[config.mk]
export PLATFORM = sky130hd
export DESIGN_NAME = aes_gcm_issue_ctrl
export DESIGN_NICKNAME = d
export VERILOG_FILES = /design/src/rtl/aes_gcm_issue_ctrl.sv
export SDC_FILE = /design/constraint.sdc
export NUM_CORES = 1
export LEC_CHECK = 0
export ABC_AREA = 1
export CORE_AREA = 2 2 455 457
export DETAILED_ROUTE_END_ITERATION = 10
export DIE_AREA = 0 0 457 459
export HOLD_SLACK_MARGIN = 0.15
export PLACE_DENSITY = 0.44
export SYNTH_ARGS = -nofsm -noshare
export SYNTH_HDL_FRONTEND = slang
export SYNTH_SLANG_ARGS = --single-unit
[constraint.sdc]
create_clock -name clk -period 35 [get_ports clk]
set_input_delay 7 -clock clk [delete_from_list [all_inputs] [get_ports clk]]
set_output_delay 7 -clock clk [all_outputs]
set_load 0.02 [all_outputs]
[src/rtl/aes_gcm_issue_ctrl.sv]
// AES-GCM front-end issue controller: sequences INIT, AAD*, PT*, LEN beats per instance
// into pipeline stage 1, derives J0/inc32 counter blocks and throttles on returned credits.
module aes_gcm_issue_ctrl #(
  parameter int CNT_W   = 16,
  parameter int CREDITS = 16
) (
  input  logic         clk,
  input  logic         rst,
  input  logic         s_cfg_valid,
  output logic         s_cfg_ready,
  input  logic [127:0] s_cfg_j0,
  input  logic [63:0]  s_cfg_aad_bits,
  input  logic [63:0]  s_cfg_pt_bits,
  input  logic         s_blk_valid,
  output logic         s_blk_ready,
  input  logic [127:0] s_blk_data,
  input  logic         i_credit_ret,
  output logic [2:0]   o_phase,
  output logic         o_new_instance,
  output logic [127:0] o_h,
  output logic [127:0] o_encrypted_j0,
  output logic [127:0] o_encrypted_cb,
  output logic [127:0] o_aad,
  output logic [127:0] o_plain_text,
  output logic [127:0] o_instance_size,
  output logic         o_busy,
  output logic         o_credit_err
);

  localparam int CW = $clog2(CREDITS + 1);
  localparam logic [CNT_W-1:0] ONE_CNT = CNT_W'(1);
  localparam logic [2:0] PH_IDLE = 3'd0;
  localparam logic [2:0] PH_INIT = 3'd1;
  localparam logic [2:0] PH_AAD  = 3'd2;
  localparam logic [2:0] PH_PT   = 3'd3;
  localparam logic [2:0] PH_LEN  = 3'd4;

  typedef enum logic [2:0] {ST_IDLE, ST_INIT, ST_AAD, ST_PT, ST_LEN} state_t;

  state_t           r_state;
  logic [CNT_W-1:0] r_aad_rem;
  logic [CNT_W-1:0] r_pt_rem;
  logic [CW-1:0]    r_credit;
  logic             r_credit_err;
  logic [127:0]     r_j0;
  logic [127:0]     r_cb;
  logic [127:0]     r_size;

  logic [2:0]       r_phase_p1;
  logic             r_new_p1;
  logic [127:0]     r_j0_p1;
  logic [127:0]     r_cb_p1;
  logic [127:0]     r_aad_p1;
  logic [127:0]     r_pt_p1;
  logic [127:0]     r_size_p1;

  logic w_idle;
  logic w_has_credit;
  logic w_cfg_acc;
  logic w_issue;
  logic w_credit_sat;

  // Block count from a bit length; upper bits beyond CNT_W blocks are dropped.
  function automatic logic [CNT_W-1:0] blk_count(input logic [63:0] bits);
    logic [64:0] sum;
    sum = {1'b0, bits} + 65'd127;
    return CNT_W'(sum >> 7);
  endfunction

  function automatic logic [127:0] inc32(input logic [127:0] b);
    return {b[127:32], b[31:0] + 32'd1};
  endfunction

  function automatic logic [CW-1:0] credit_next(input logic [CW-1:0] cnt,
                                                input logic iss, input logic ret);
    if (iss && !ret) return cnt - CW'(1);
    if (ret && !iss && cnt != CW'(CREDITS)) return cnt + CW'(1);
    return cnt;
  endfunction

  assign w_idle       = (r_state == ST_IDLE);
  assign w_has_credit = (r_credit != '0);
  assign s_cfg_ready  = w_idle & ~rst;
  assign w_cfg_acc    = s_cfg_valid & s_cfg_ready;
  assign s_blk_ready  = ((r_state == ST_AAD) || (r_state == ST_PT)) && w_has_credit;
  assign w_credit_sat = i_credit_ret & ~w_issue & (r_credit == CW'(CREDITS));

  always_comb begin
    w_issue = 1'b0;
    case (r_state)
      ST_INIT, ST_LEN: w_issue = w_has_credit;
      ST_AAD, ST_PT:   w_issue = w_has_credit & s_blk_valid;
      default:         w_issue = 1'b0;
    endcase
  end

  always_ff @(posedge clk or posedge rst) begin
    if (rst) begin
      r_state      <= ST_IDLE;
      r_aad_rem    <= '0;
      r_pt_rem     <= '0;
      r_credit     <= CW'(CREDITS);
      r_credit_err <= 1'b0;
      r_phase_p1   <= PH_IDLE;
      r_new_p1     <= 1'b0;
      r_j0_p1      <= '0;
      r_cb_p1      <= '0;
      r_aad_p1     <= '0;
      r_pt_p1      <= '0;
      r_size_p1    <= '0;
    end else begin
      r_credit <= credit_next(r_credit, w_issue, i_credit_ret);
      if (w_credit_sat) r_credit_err <= 1'b1;
      // Stage p1: bubble unless a beat is issued this cycle
      r_phase_p1 <= PH_IDLE;
      r_new_p1   <= 1'b0;
      r_j0_p1    <= '0;
      r_cb_p1    <= '0;
      r_aad_p1   <= '0;
      r_pt_p1    <= '0;
      r_size_p1  <= '0;
      if (w_issue) begin
        r_j0_p1   <= r_j0;
        r_size_p1 <= r_size;
      end
      case (r_state)
        ST_IDLE: if (w_cfg_acc) begin
          r_aad_rem <= blk_count(s_cfg_aad_bits);
          r_pt_rem  <= blk_count(s_cfg_pt_bits);
          r_state   <= ST_INIT;
        end
        ST_INIT: if (w_issue) begin
          r_phase_p1 <= PH_INIT;
          r_new_p1   <= 1'b1;
          r_state    <= (r_aad_rem != '0) ? ST_AAD : (r_pt_rem != '0) ? ST_PT : ST_LEN;
        end
        ST_AAD: if (w_issue) begin
          r_phase_p1 <= PH_AAD;
          r_aad_p1   <= s_blk_data;
          r_aad_rem  <= r_aad_rem - ONE_CNT;
          if (r_aad_rem == ONE_CNT) r_state <= (r_pt_rem != '0) ? ST_PT : ST_LEN;
        end
        ST_PT: if (w_issue) begin
          r_phase_p1 <= PH_PT;
          r_cb_p1    <= r_cb;
          r_pt_p1    <= s_blk_data;
          r_pt_rem   <= r_pt_rem - ONE_CNT;
          if (r_pt_rem == ONE_CNT) r_state <= ST_LEN;
        end
        ST_LEN: if (w_issue) begin
          r_phase_p1 <= PH_LEN;
          r_state    <= ST_IDLE;
        end
        default: r_state <= ST_IDLE;
      endcase
    end
  end

  // Instance data registers carry no reset; they are always loaded before use.
  always_ff @(posedge clk) begin
    if (w_cfg_acc) begin
      r_j0   <= s_cfg_j0;
      r_size <= {s_cfg_aad_bits, s_cfg_pt_bits};
    end
    if (w_issue && r_state == ST_INIT) r_cb <= inc32(r_j0);
    else if (w_issue && r_state == ST_PT) r_cb <= inc32(r_cb);
  end

  assign o_phase         = r_phase_p1;
  assign o_new_instance  = r_new_p1;
  assign o_h             = '0;
  assign o_encrypted_j0  = r_j0_p1;
  assign o_encrypted_cb  = r_cb_p1;
  assign o_aad           = r_aad_p1;
  assign o_plain_text    = r_pt_p1;
  assign o_instance_size = r_size_p1;
  assign o_busy          = ~w_idle;
  assign o_credit_err    = r_credit_err;

endmodule
==> results.json <==
{
  "startpoint_type": "input pin",
  "row_count": 167,
  "final_antenna_net_count": 0,
  "leakagePower_nw": 25.44,
  "place_ws_ns": 19.56,
  "postCtsHoldBufs": 0,
  "timing.final.ws_setup_ns": 19.58,
  "r2r-start": "r_credit[0]$_DFFE_PP0P_",
  "post-cts-setup-buffer-count": 0,
  "rr_worst_depth": 8,
  "cts_root_buf": "clkbuf_16",
  "boundaryPins": 1165,
  "dp.cells": 7124,
  "finClkSkew_ns": 0.03514,
  "design.die.area_sq_mm": 0.2098,
  "period_share_pct": 44.07,
  "grt_max_degree": 142,
  "hp-class": "register to register",
  "endpoint_kind": "output port",
  "postSynth.asyncResetShare_pct": 64.08,
  "drv_cap": 0,
  "rsz0062_at_grt": "no",
  "cts_tree": "done",
  "cp_num_buf_inv": 2,
  "relSlewSlack_pct": 21.53,
  "cp_num_cells": 3,
  "cts_resized": 0,
  "fin_hold_ws_ns": 0.4349,
  "path_delay_family": "buffers and inverters",
  "antenna_found_initial": 25,
  "fill_cells": 21562,
  "layout_common_cells": "1036 x clkdlybuf4s50_1, 684 x dfrtp_1, 625 x inv_1",
  "ys_seq_elements": 1069,
  "hold_end": "r_cb[42]$_DFFE_PP_",
  "fin_cells": 7374,
  "synth.distinct_cells": 44,
  "grt_pass1_wl_um": 208700,
  "grt.total_usage_pct": 13.88,
  "whs_path_depth": 0,
  "worstPathArrival_ns": 8.42,
  "htreeDepth": 4,
  "worst_ir_drop_vdd_uv": 46.14,
  "max_freq_mhz": 64.84,
  "initial_core_util_pct": 19.17,
  "path_clk_slew_ns": 0.06,
  "critPathSlowestCell": "clkdlybuf4s50_1",
  "worstReg2RegEnd": "o_instance_size[96]$_DFF_PP0_",
  "min_from": "r_j0[42]$_DFFE_PP_",
  "synth_edf_count": 384,
  "fin_nets": 4951,
  "tns_ns": 0,
  "clock_sinks": 1069,
  "setup_viol": 0,
  "crit_fanout": 2,
  "critPathMostFrequentCell": "clkdlybuf4s50_1",
  "drv_slew": 0,
  "routedWlPerCell_um": 20.18,
  "r2r_slack_ns": 30.46,
  "area_growth_pct": 44.18,
  "synth_area_per_cell_sq_um": 11.31,
  "drtIter0Drc": 1606,
  "core_sq_mm": 0.2056,
  "outcome": "complete, no violations",
  "vias": 27334,
  "worstPathRequired_ns": 28.00,
  "ys.warnings.count": 0,
  "grt_pass1_vias": 27997,
  "clock_latency_ns": 0.79,
  "power_density_mw_per_mm2": 84.62,
  "drive_gt1_share_pct": 5.600,
  "path_class": "input pin to output port",
  "postSynthCellCount": 3487,
  "dominantRegCellSynth": "dfrtp_1",
  "drc": 0,
  "netlist_area_sq_mm": 0.03942,
  "tightest_slew_ns": 1.176,
  "io_buffer_count": 1036,
  "viasPerCell": 3.707,
  "layout_commonest_cell": "clkdlybuf4s50_1",
  "crit_chain": "clkdlybuf4s50_1, nor2_1, clkdlybuf4s50_1",
  "final-hold-violation-count": 0,
  "die_h_um": 459,
  "seq_area_frac_synth_pct": 72.73,
  "drt-pass1-iter-count": 5,
  "slowest_delay_ns": 0.66,
  "dp_hpwl_um": 108800,
  "cts.path.max_buffers": 3,
  "wl_um": 148800,
  "post-route-min-period_ns": 15.42,
  "cts_buffers": 132,
  "dieWidth_um": 457,
  "gp_congestion": 0.8166,
  "grt-ovfl-total": 0
}
-- registers in the layout, indices dropped and copies added, names as in the netlist --
signal	flops
o_encrypted_j0	128
r_aad_rem	16
o_new_instance	1
r_state	3
r_credit	5
o_credit_err	1
o_instance_size	128
r_j0	128
o_plain_text	128
o_phase	3
o_encrypted_cb	128
r_size	128
r_cb	128
o_aad	128
r_pt_rem	16
-- per-layer routing --
metal,global-route usage [%],vias to the layer above,share of wire [%],wire (um)
li1,-,12745,-,-
met1,15.87,13384,39,58240
met2,23.22,979,48,71920
met3,5.856,212,9.4,14010
met4,4.733,14,3.1,4563
met5,0,-,0.053,79
-- how the worst max path moves through the flow --
stage          from            endpoint  slack, ns
6_report        rst         s_cfg_ready      19.58
5_1_grt         rst         s_cfg_ready      19.49
4_1_cts         rst         s_cfg_ready      19.55
3_5_place_dp    rst         s_cfg_ready      19.56
3_3_place_gp    rst         s_cfg_ready      19.49
2_1_floorplan   rst  o_aad[0]$_DFF_PP0_       8.80
-- report_power, final --
group          internal [W]  switching, W
clock network      0.000822      0.000585
registers           0.00165      0.000116
logic              0.000541       0.00110
total               0.00301       0.00180
-- final cells by class --
type	instances	area (sq um)	area share, %
sequential	1069	28670	50.45
timing repair buffer	1064	10590	18.64
multi-input combinational	1654	7315	12.87
clock buffer	181	3637	6.399
tap	2704	3383	5.952
inverter	633	2404	4.229
clock inverter	60	810.8	1.426
antenna	9	22.52	0.03962
-- through the flow --
step                power [W]  util, %  area [sq um]
floorplan            0.002665        -         39900
global placement     0.003463    25.47         52370
detailed placement   0.003467    25.47         52370
CTS                  0.004913    27.63         56820
global route         0.005091    27.64         56830
finish               0.004810    27.64         56840
-- cells in the mapped netlist, types with 8 or more instances --
cell type    n  area share (%)
xor2_1      29            0.64
nand3_1    137             1.7
nor3_1     272             3.5
clkbuf_1    66            0.63
ha_1         8            0.25
inv_1      629             6.0
a21oi_1     21            0.27
nand4_1     15            0.24
buf_4      131             2.5
dfrtp_1    684              43
o21ai_0     52            0.66
nand2_1    383             3.6
nor2_1     543             5.2
nor2_2      11            0.17
buf_2       56            0.71
o21ai_1     11            0.14
edfxtp_1   384              29
-- logic make-up after synthesis --
family                   synth area share [%]
AO/OA/AOI/OAI                           1.473
XOR/XNOR                               0.7331
buffers and inverters                   9.985
flip-flops                              72.73
other                                0.009512
adder cells (fa/ha/maj)                0.2539
AND/OR/NAND/NOR                         14.81
(Power assumes the default switching activity.)
